File: src/rtl/out_mem_responder.sv
// Memory-side responder for the shared PE output bus: takes one burst header per grant and
// services each beat against a banked SRAM port, returning tagged read data to the cores.
module out_mem_responder #(
  parameter int NUM_CORES      = 4,
  parameter int CORE_BIT_WIDTH = $clog2(NUM_CORES),
  parameter int BURST_WIDTH    = 8,
  parameter int ADDR_WIDTH     = 8,
  parameter int DATA_WIDTH     = 16,
  parameter int MEM_ADDR_WIDTH = CORE_BIT_WIDTH + ADDR_WIDTH
) (
  input  logic                      w_clock,
  input  logic                      w_reset,
  input  logic [NUM_CORES-1:0]      w_grant,
  input  logic                      w_hdr_valid,
  input  logic [BURST_WIDTH-1:0]    w_burst,
  input  logic                      w_beat_valid,
  input  logic                      w_rw,
  input  logic [ADDR_WIDTH-1:0]     w_addr,
  input  logic [DATA_WIDTH-1:0]     w_wdata,
  output logic                      r_mem_en,
  output logic                      r_mem_we,
  output logic [MEM_ADDR_WIDTH-1:0] r_mem_addr,
  output logic [DATA_WIDTH-1:0]     r_mem_wdata,
  input  logic [DATA_WIDTH-1:0]     w_mem_rdata,
  output logic [DATA_WIDTH-1:0]     r_rdata,
  output logic                      r_rdata_valid,
  output logic [NUM_CORES-1:0]      r_rdata_dst,
  output logic                      r_busy,
  output logic                      r_done,
  output logic                      r_err
);

  localparam logic [1:0] IDLE   = 2'd0;
  localparam logic [1:0] ACTIVE = 2'd1;
  localparam logic [1:0] DRAIN  = 2'd2;

  logic [1:0]                r_state, state_d;
  logic [CORE_BIT_WIDTH-1:0] r_sel, sel_d;
  logic [BURST_WIDTH-1:0]    r_len, len_d;
  logic [BURST_WIDTH:0]      r_cnt, cnt_d;
  logic                      r_dir, dir_d;
  logic                      r_dir_set, dir_set_d;
  logic                      issue, err_d, done_d;

  // Read return pipeline: stage a is the SRAM command cycle, stage b the SRAM data cycle.
  logic [NUM_CORES-1:0]      r_dst_a, r_dst_b;
  logic                      r_rd_b;
  logic                      rd_a;

  logic                      grant_onehot;
  logic [CORE_BIT_WIDTH-1:0] grant_idx;

  always_comb begin
    grant_idx = '0;
    for (int i = 0; i < NUM_CORES; i++) begin
      if (w_grant[i]) grant_idx = CORE_BIT_WIDTH'(i);
    end
  end

  assign grant_onehot = (w_grant != '0) && ((w_grant & (w_grant - NUM_CORES'(1))) == '0);
  assign rd_a         = r_mem_en && !r_mem_we;
  assign r_busy       = (r_state != IDLE);

  always_comb begin
    state_d   = r_state;
    sel_d     = r_sel;
    len_d     = r_len;
    cnt_d     = r_cnt;
    dir_d     = r_dir;
    dir_set_d = r_dir_set;
    issue     = 1'b0;
    err_d     = 1'b0;
    done_d    = 1'b0;
    case (r_state)
      IDLE: begin
        if (w_hdr_valid) begin
          if (grant_onehot) begin
            sel_d     = grant_idx;
            len_d     = w_burst;
            cnt_d     = '0;
            dir_d     = 1'b0;
            dir_set_d = 1'b0;
            state_d   = ACTIVE;
          end else begin
            err_d = 1'b1;
          end
        end
        if (w_beat_valid) err_d = 1'b1;
      end
      ACTIVE: begin
        if (!w_grant[r_sel]) begin
          // Grant withdrawn: abort; reads already issued still drain through the pipeline.
          err_d   = 1'b1;
          state_d = IDLE;
        end else begin
          if (w_hdr_valid) err_d = 1'b1;
          if (w_beat_valid) begin
            if (r_dir_set && (w_rw != r_dir)) begin
              err_d = 1'b1;
            end else begin
              issue     = 1'b1;
              dir_d     = w_rw;
              dir_set_d = 1'b1;
              cnt_d     = r_cnt + (BURST_WIDTH + 1)'(1);
              if (r_cnt == {1'b0, r_len}) begin
                if (w_rw) begin
                  done_d  = 1'b1;
                  state_d = IDLE;
                end else begin
                  state_d = DRAIN;
                end
              end
            end
          end
        end
      end
      DRAIN: begin
        if (w_hdr_valid || w_beat_valid) err_d = 1'b1;
        // Final read is the one in the data stage with nothing left in the command stage.
        if (r_rd_b && !rd_a) begin
          done_d  = 1'b1;
          state_d = IDLE;
        end
      end
      default: state_d = IDLE;
    endcase
  end

  always_ff @(posedge w_clock or posedge w_reset) begin
    if (w_reset) begin
      r_state       <= IDLE;
      r_sel         <= '0;
      r_len         <= '0;
      r_cnt         <= '0;
      r_dir         <= 1'b0;
      r_dir_set     <= 1'b0;
      r_mem_en      <= 1'b0;
      r_mem_we      <= 1'b0;
      r_mem_addr    <= '0;
      r_mem_wdata   <= '0;
      r_dst_a       <= '0;
      r_dst_b       <= '0;
      r_rd_b        <= 1'b0;
      r_rdata       <= '0;
      r_rdata_valid <= 1'b0;
      r_rdata_dst   <= '0;
      r_done        <= 1'b0;
      r_err         <= 1'b0;
    end else begin
      r_state       <= state_d;
      r_sel         <= sel_d;
      r_len         <= len_d;
      r_cnt         <= cnt_d;
      r_dir         <= dir_d;
      r_dir_set     <= dir_set_d;
      r_mem_en      <= issue;
      r_mem_we      <= issue & w_rw;
      if (issue) begin
        r_mem_addr  <= {r_sel, w_addr};
        r_mem_wdata <= w_wdata;
      end
      r_dst_a       <= (issue && !w_rw) ? (NUM_CORES'(1) << r_sel) : '0;
      r_dst_b       <= r_dst_a;
      r_rd_b        <= rd_a;
      r_rdata_valid <= r_rd_b;
      r_rdata_dst   <= r_rd_b ? r_dst_b : '0;
      if (r_rd_b) r_rdata <= w_mem_rdata;
      r_done        <= done_d;
      r_err         <= err_d;
    end
  end

endmodule
File: config.mk
export PLATFORM = sky130hd
export DESIGN_NAME = out_mem_responder
export DESIGN_NICKNAME = d
export VERILOG_FILES = /design/src/rtl/out_mem_responder.sv
export SDC_FILE = /design/constraint.sdc
export NUM_CORES = 1
export LEC_CHECK = 0
export CAP_MARGIN = 0
export CELL_PAD_IN_SITES_DETAIL_PLACEMENT = 1
export CELL_PAD_IN_SITES_GLOBAL_PLACEMENT = 1
export CORE_AREA = 8 8 100 102
export CTS_CLUSTER_DIAMETER = 100
export DETAILED_ROUTE_END_ITERATION = 10
export DIE_AREA = 0 0 108 110
export DONT_BUFFER_PORTS = 1
export PLACE_DENSITY_LB_ADDON = 0.1
export SLEW_MARGIN = 40
export SYNTH_ARGS = -nofsm -noshare
export SYNTH_HDL_FRONTEND = slang
export SYNTH_SLANG_ARGS = --single-unit
File: constraint.sdc
create_clock -name w_clock -period 2.3 [get_ports w_clock]
set_clock_uncertainty 0.2 [all_clocks]
set_input_delay 0.23 -clock w_clock [delete_from_list [all_inputs] [get_ports w_clock]]
set_output_delay 0.23 -clock w_clock [all_outputs]
set_load 0.01 [all_outputs]
======== Word level (Yosys, flattened, before mapping) ========
Index checks and enable logic that the tools add are counted.
operators by class
  add/subtract/negate cells ............... 2
  order comparisons ....................... 1
  eq/ne operators ......................... 13
  shift-type cells ........................ 1
  muxes and demuxes ....................... 52
  bitwise logic cells ..................... 2
  reductions and logical operators ........ 17
operators by type and width
  operator                                                    number
  2-to-1 mux 9 bit                                            5
  2-to-1 mux 1 bit                                            28
  2-to-1 mux 2 bit                                            10
  case mux 9 bit (2 select lines)                             1
  inequality test 2 bit, second input constant                6
  AND reduction 6 bit                                         2
  adder 9 x 1 -> 9 bit, second input constant                 1
  equality test 9 x 8 -> 1 bit                                1
  inequality test 3 bit, second input constant                3
  2-to-1 mux 4 bit                                            2
  case mux 1 bit (2 select lines)                             3
  case mux 2 bit (3 select lines)                             1
  logical AND 1 bit                                           5
  AND 4 bit                                                   1
  zero test 4 bit                                             1
  nonzero test 2 bit                                          2
  nonzero test 4 bit                                          1
  << shifter 1 x 2 -> 4 bit, first input constant             1
  subtractor 4 x 1 -> 4 bit, second input constant            1
  zero test 1 bit                                             3
  less-than comparator 2 x 3 -> 1 bit, second input constant  1
  case mux 1 bit (3 select lines)                             1
  AND reduction 3 bit                                         1
  binary-select mux 1 bit (select 2 bit)                      1
  other kinds (6)                                             6
word-level totals
  bits in registers ....................... 83
  output and inout bits ................... 52

======== Depth between registers and ports, before layout ========
  depth after elaboration ................. 8
  mapped depth ............................ 8
  depth with buffers taken out ............ 7

======== Worst setup path before layout ========
No wires, ideal clock.
  path type ............................... reg-to-reg
  from .................................... register r_sel[0]
  to ...................................... register r_mem_addr[0]
  arrival ................................. 1.872 ns
  path slack .............................. 0.163 ns
  stages on the path, launching flop included .. 7
  path buffers ............................ 2
  period minus slack after synthesis ...... 2.137 ns
  cell sequence ........................... dfrtp_1 > mux4_2 > o2111ai_4 > clkbuf_1 > clkbuf_1 > nand2_1 > nand2_1
between the ends
  cells in the longest elaborated chain, start to end .. 4
ends and longest elaborated chain
  item                                    RTL line  text
  start: declaration                      38        logic [CORE_BIT_WIDTH-1:0] r_sel, sel_d;
  start signal: assignment                151       r_sel <= sel_d;
  binary-select mux 1 bit (select 2 bit)  91        if (!w_grant[r_sel]) begin
  2-to-1 mux 1 bit (implied by the code)  91
  2-to-1 mux 1 bit                        91
  2-to-1 mux 1 bit                        74        case (r_state)
  end signal: assignment                  159       r_mem_addr <= {r_sel, w_addr};
  end: declaration                        22        output logic [MEM_ADDR_WIDTH-1:0] r_mem_addr,
No other way between the ends. The select of a mux whose other input is x is not followed.
A chain may end at the register's enable or synchronous reset.

======== Final worst setup path ========
  from .................................... register r_sel[0]
  to ...................................... register r_cnt[4]
between the ends
  cells in the longest elaborated chain, start to end .. 4
ends and longest elaborated chain
  item                                    RTL line  text
  binary-select mux 1 bit (select 2 bit)  91
  2-to-1 mux 1 bit (implied by the code)  91
  inequality test 2 bit (no source line)  -
  AND reduction 6 bit (no source line)    -
  end signal: assignment                  153       r_cnt <= cnt_d;
  end: declaration                        40        logic [BURST_WIDTH:0] r_cnt, cnt_d;
No other way between the ends. The select of a mux whose other input is x is not followed.

==> run_results.csv <==
group,metric,value,unit
routing,wl_per_cell,18.66,um
pwr,p_leak,2.100,nW
timing,rsz0062_at_grt,"false",
timing,slew_viol_final,0,
placement,gp_congestion,0.7885,
clocking,clockBufferDepth,2,
setup_path,worstReg2RegEnd,"r_cnt[4]$_DFFE_PP0P_",
cells_and_area,final_cell_mix,"nand2_1 (92), dfrtp_1 (83), dlygate4sd3_1 (55)",
yosys,ys_warn_count,0,
pwr,switching_share,36.61,%
die,start_util,41.22,%
routing,drc,0,
timing,setup_viol,0,
routing,num_vias,2547,
grt,grt-ovfl-total,0,
pwr,total_power,5.330,mW
timing,worst_slack,0.1237,ns
routing,drtIter0Drc,68,
worst_hold_path,hp-class,"in -> reg",
pwr,p_seq_share,49.0,%
pwr,comb_power_share,28.1,%
placement,portBuffers,0,
worst_hold_path,holdCritStartpoint,"w_beat_valid",
clocking,cts_setup_buffers,0,
cells_and_area,final_cell_count_no_fill,498,
setup_path,worstSetupPathType,"reg -> reg",
timing,report.final.hold_viol_count,0,
clocking,insertion_delay,0.35,ns
clocking,htreeDepth,3,
cells_and_area,drive_gt1_share,15.17,%
timing,setup_tns,0,ns
clocking,clock-sinks,83,
worst_hold_path,hold_path_depth,4,
routing,first_pass_iters,4,
setup_path,critPathLaunchType,"flop",
die,design.core.area,8466,sq um
placement,place_ws,0.1434,ns
die,die_area,11880,sq um
cells_and_area,multi_input_area,1338,sq um
pwr,powerDensity,1188,nW/um^2
routing,viasPerCell,5.114,
setup_path,cp.required,2.34,ns
cells_and_area,seq_area,2077,sq um
routing,totalWireLength,9295,um
die,rows,34,
clocking,clkSlewWorstSetupHoldPaths,0.09,ns
pwr,peakVddDrop,523.8,uV
timing,whs,0.07957,ns
flow_run,maxCapViolCount,0,
timing,period_needed,2.176,ns
setup_path,end_kind,"flop",
outcome,status,"completed",
placement,hpwl,6078,um
setup_path,reg2reg_depth,5,
clocking,root_buffer,"clkbuf_8",
placement,dpl_cell_area,3705,sq um
yosys,netlist_instances,315,
pwr,power.switching,1.951,mW
cells_and_area,nets,446,
cells_and_area,area_delta_synth_final,28.61,%
timing,fmax,459.5,MHz
yosys,syn-cell-area,3490,sq um
pwr,p_int,3.379,mW
timing,maxSlewHeadroom,71.23,%
timing,worst_pin_slew,0.4316,ns
setup_path,r2r_setup_slack,0.12,ns
yosys,ys_ff_latch,83,
cells_and_area,final_common_cell,"nand2_1",
die,die_y,110,um
cells_and_area,final_util,53.02,%
yosys,ys_seq_area_share,59.52,%
timing,fin_crit_sh,94.62,%
clocking,cts_buffers,9,
die,io_pins,109,
grt,first_global_vias,2862,
grt,antenna_found_initial,0,
setup_path,critical_path.max_fanout,12,
yosys,avgSynthCellArea,11.08,sq um
pwr,power.share.clock,22.9,%
yosys,ys_types,40,
yosys,synth_nets,377,
placement,place_inst,426,
routing,drtAntennaViolNets,0,
grt,grt_max_degree,84,
cells_and_area,fillers,882,
setup_path,crit_start,"r_sel[0]$_DFFE_PP0P_",
setup_path,critPathArrivalTime,2.22,ns
grt,grt_usage,16.38,%
die,die_w,108,um
cells_and_area,design_area,4488,sq um
clocking,cts_tree,"yes",
setup_path,r2r-start,"r_sel[0]$_DFFE_PP0P_",
grt,grt_pass1_wl,15030,um
worst_hold_path,hold_end,"r_err$_DFF_PP0_",
-- synthesized netlist by cell type --
| library cell | instances | area, sq um |
|---|---|---|
| a211o_1 | 3 | 26.28 |
| a211oi_1 | 1 | 7.510 |
| a21o_1 | 1 | 7.510 |
| a21oi_1 | 7 | 35.03 |
| a221o_1 | 2 | 20.02 |
| a22o_1 | 1 | 8.760 |
| a22o_4 | 1 | 17.52 |
| a22oi_1 | 1 | 7.510 |
| a32o_1 | 1 | 10.01 |
| a32oi_1 | 1 | 8.760 |
| and2_1 | 7 | 43.79 |
| and3_1 | 5 | 31.28 |
| buf_1 | 2 | 7.510 |
| clkbuf_1 | 9 | 33.78 |
| clkinv_1 | 1 | 3.750 |
| dfrtp_1 | 83 | 2077 |
| ha_1 | 5 | 62.56 |
| inv_1 | 8 | 30.03 |
| mux2_2 | 25 | 281.5 |
| mux2i_1 | 2 | 20.02 |
| mux4_2 | 1 | 22.52 |
| nand2_1 | 92 | 345.3 |
| nand2b_1 | 3 | 18.77 |
| nand3_1 | 7 | 35.03 |
| nand4_1 | 1 | 6.260 |
| nand4bb_1 | 1 | 11.26 |
| nor2_1 | 10 | 37.54 |
| nor2b_1 | 1 | 6.260 |
| nor3_1 | 4 | 20.02 |
| nor3b_1 | 1 | 7.510 |
| nor4_1 | 4 | 25.02 |
| nor4b_1 | 3 | 26.28 |
| nor4bb_1 | 2 | 20.02 |
| o2111ai_4 | 1 | 26.28 |
| o211ai_1 | 1 | 7.510 |
| o21ai_0 | 4 | 20.02 |
| o31ai_1 | 1 | 7.510 |
| or4b_1 | 1 | 10.01 |
| xnor2_1 | 10 | 87.58 |
| xor2_1 | 1 | 8.760 |
-- power by group through the flow --
stage,Combinational [mW],Sequential [mW],Clock (mW)
3_3_place_gp,1.38,2.64,0
3_5_place_dp,1.42,2.66,0
4_1_cts,1.51,2.63,1.26
2_1_floorplan,1.08,2.49,0
6_report,1.50,2.61,1.22
5_1_grt,1.71,2.71,1.31
-- worst max-delay path by stage --
stage | to | depth (start not counted) | slack [ns]
global placement | r_cnt[4]$_DFFE_PP0P_ | 5 | 0.20
detailed placement | r_cnt[7]$_DFFE_PP0P_ | 5 | 0.14
CTS | r_cnt[4]$_DFFE_PP0P_ | 5 | 0.14
floorplan | r_mem_addr[0]$_DFFE_PP0P_ | 6 | 0.16
finish | r_cnt[4]$_DFFE_PP0P_ | 5 | 0.12
global route | r_cnt[7]$_DFFE_PP0P_ | 5 | 0.02
-- worst max-delay path, cell delays in order (launching register included) --
cell and delay (ns):
dfrtp_1 0.40, mux4_2 0.58, o2111ai_4 0.18, buf_4 0.25, nor2_1 0.12, a221o_1 0.34
-- per-layer routing --
metal / wire [um] / GRT usage, % / vias to the layer above / part of all wire (%)
met3: 782 / 6.337 / 13 / 8.4
li1: - / - / 1201 / -
met5: 0 / 0 / - / 0
met1: 3683 / 18.05 / 1257 / 40
met4: 129 / 6.640 / 0 / 1.4
met2: 4698 / 27.90 / 76 / 51
-- state kept, by name (all words and copies together) (netlist names) --
register	count
r_mem_wdata	16
r_dst_a	4
r_mem_addr	10
r_dst_b	4
r_err	1
r_dir_set	1
r_rdata_dst	4
r_rdata	16
r_state	2
r_len	8
r_mem_en	1
r_rd_b	1
r_dir	1
r_sel	2
r_rdata_valid	1
r_cnt	9
r_done	1
r_mem_we	1
-- repair_timing --
item	CTS	global route
gates resized for setup	0	0
hold buffers	55	0
hold endpoints to repair	140	0
-- cell families (layout without fill, tap and decap cells) --
family                     after synthesis  after routing  synth area share [%]
AOI/OAI and AO/OA                       26             26                 6.024
xor gates and xnor gates                11             11                 2.761
adders and majority gates                5              5                 1.793
buffers and inverters                   20             94                 2.151
DFF                                     83             83                 59.52
muxes                                   28             28                 9.286
other                                    0              1                     0
and+or+nand+nor                        142            142                 18.47
-- cell type report --
cell class / count / share of cell area, %
Timing Repair Buffer: 69 / 14.89
Inverter: 9 / 0.8364
Antenna cell: 1 / 0.05576
Multi-Input combinational cell: 212 / 29.80
Clock inverter: 7 / 2.370
Sequential cell: 83 / 46.28
Clock buffer: 9 / 2.760
Tap cell: 108 / 3.011
Note: power is estimated with default switching activity, not from simulation.
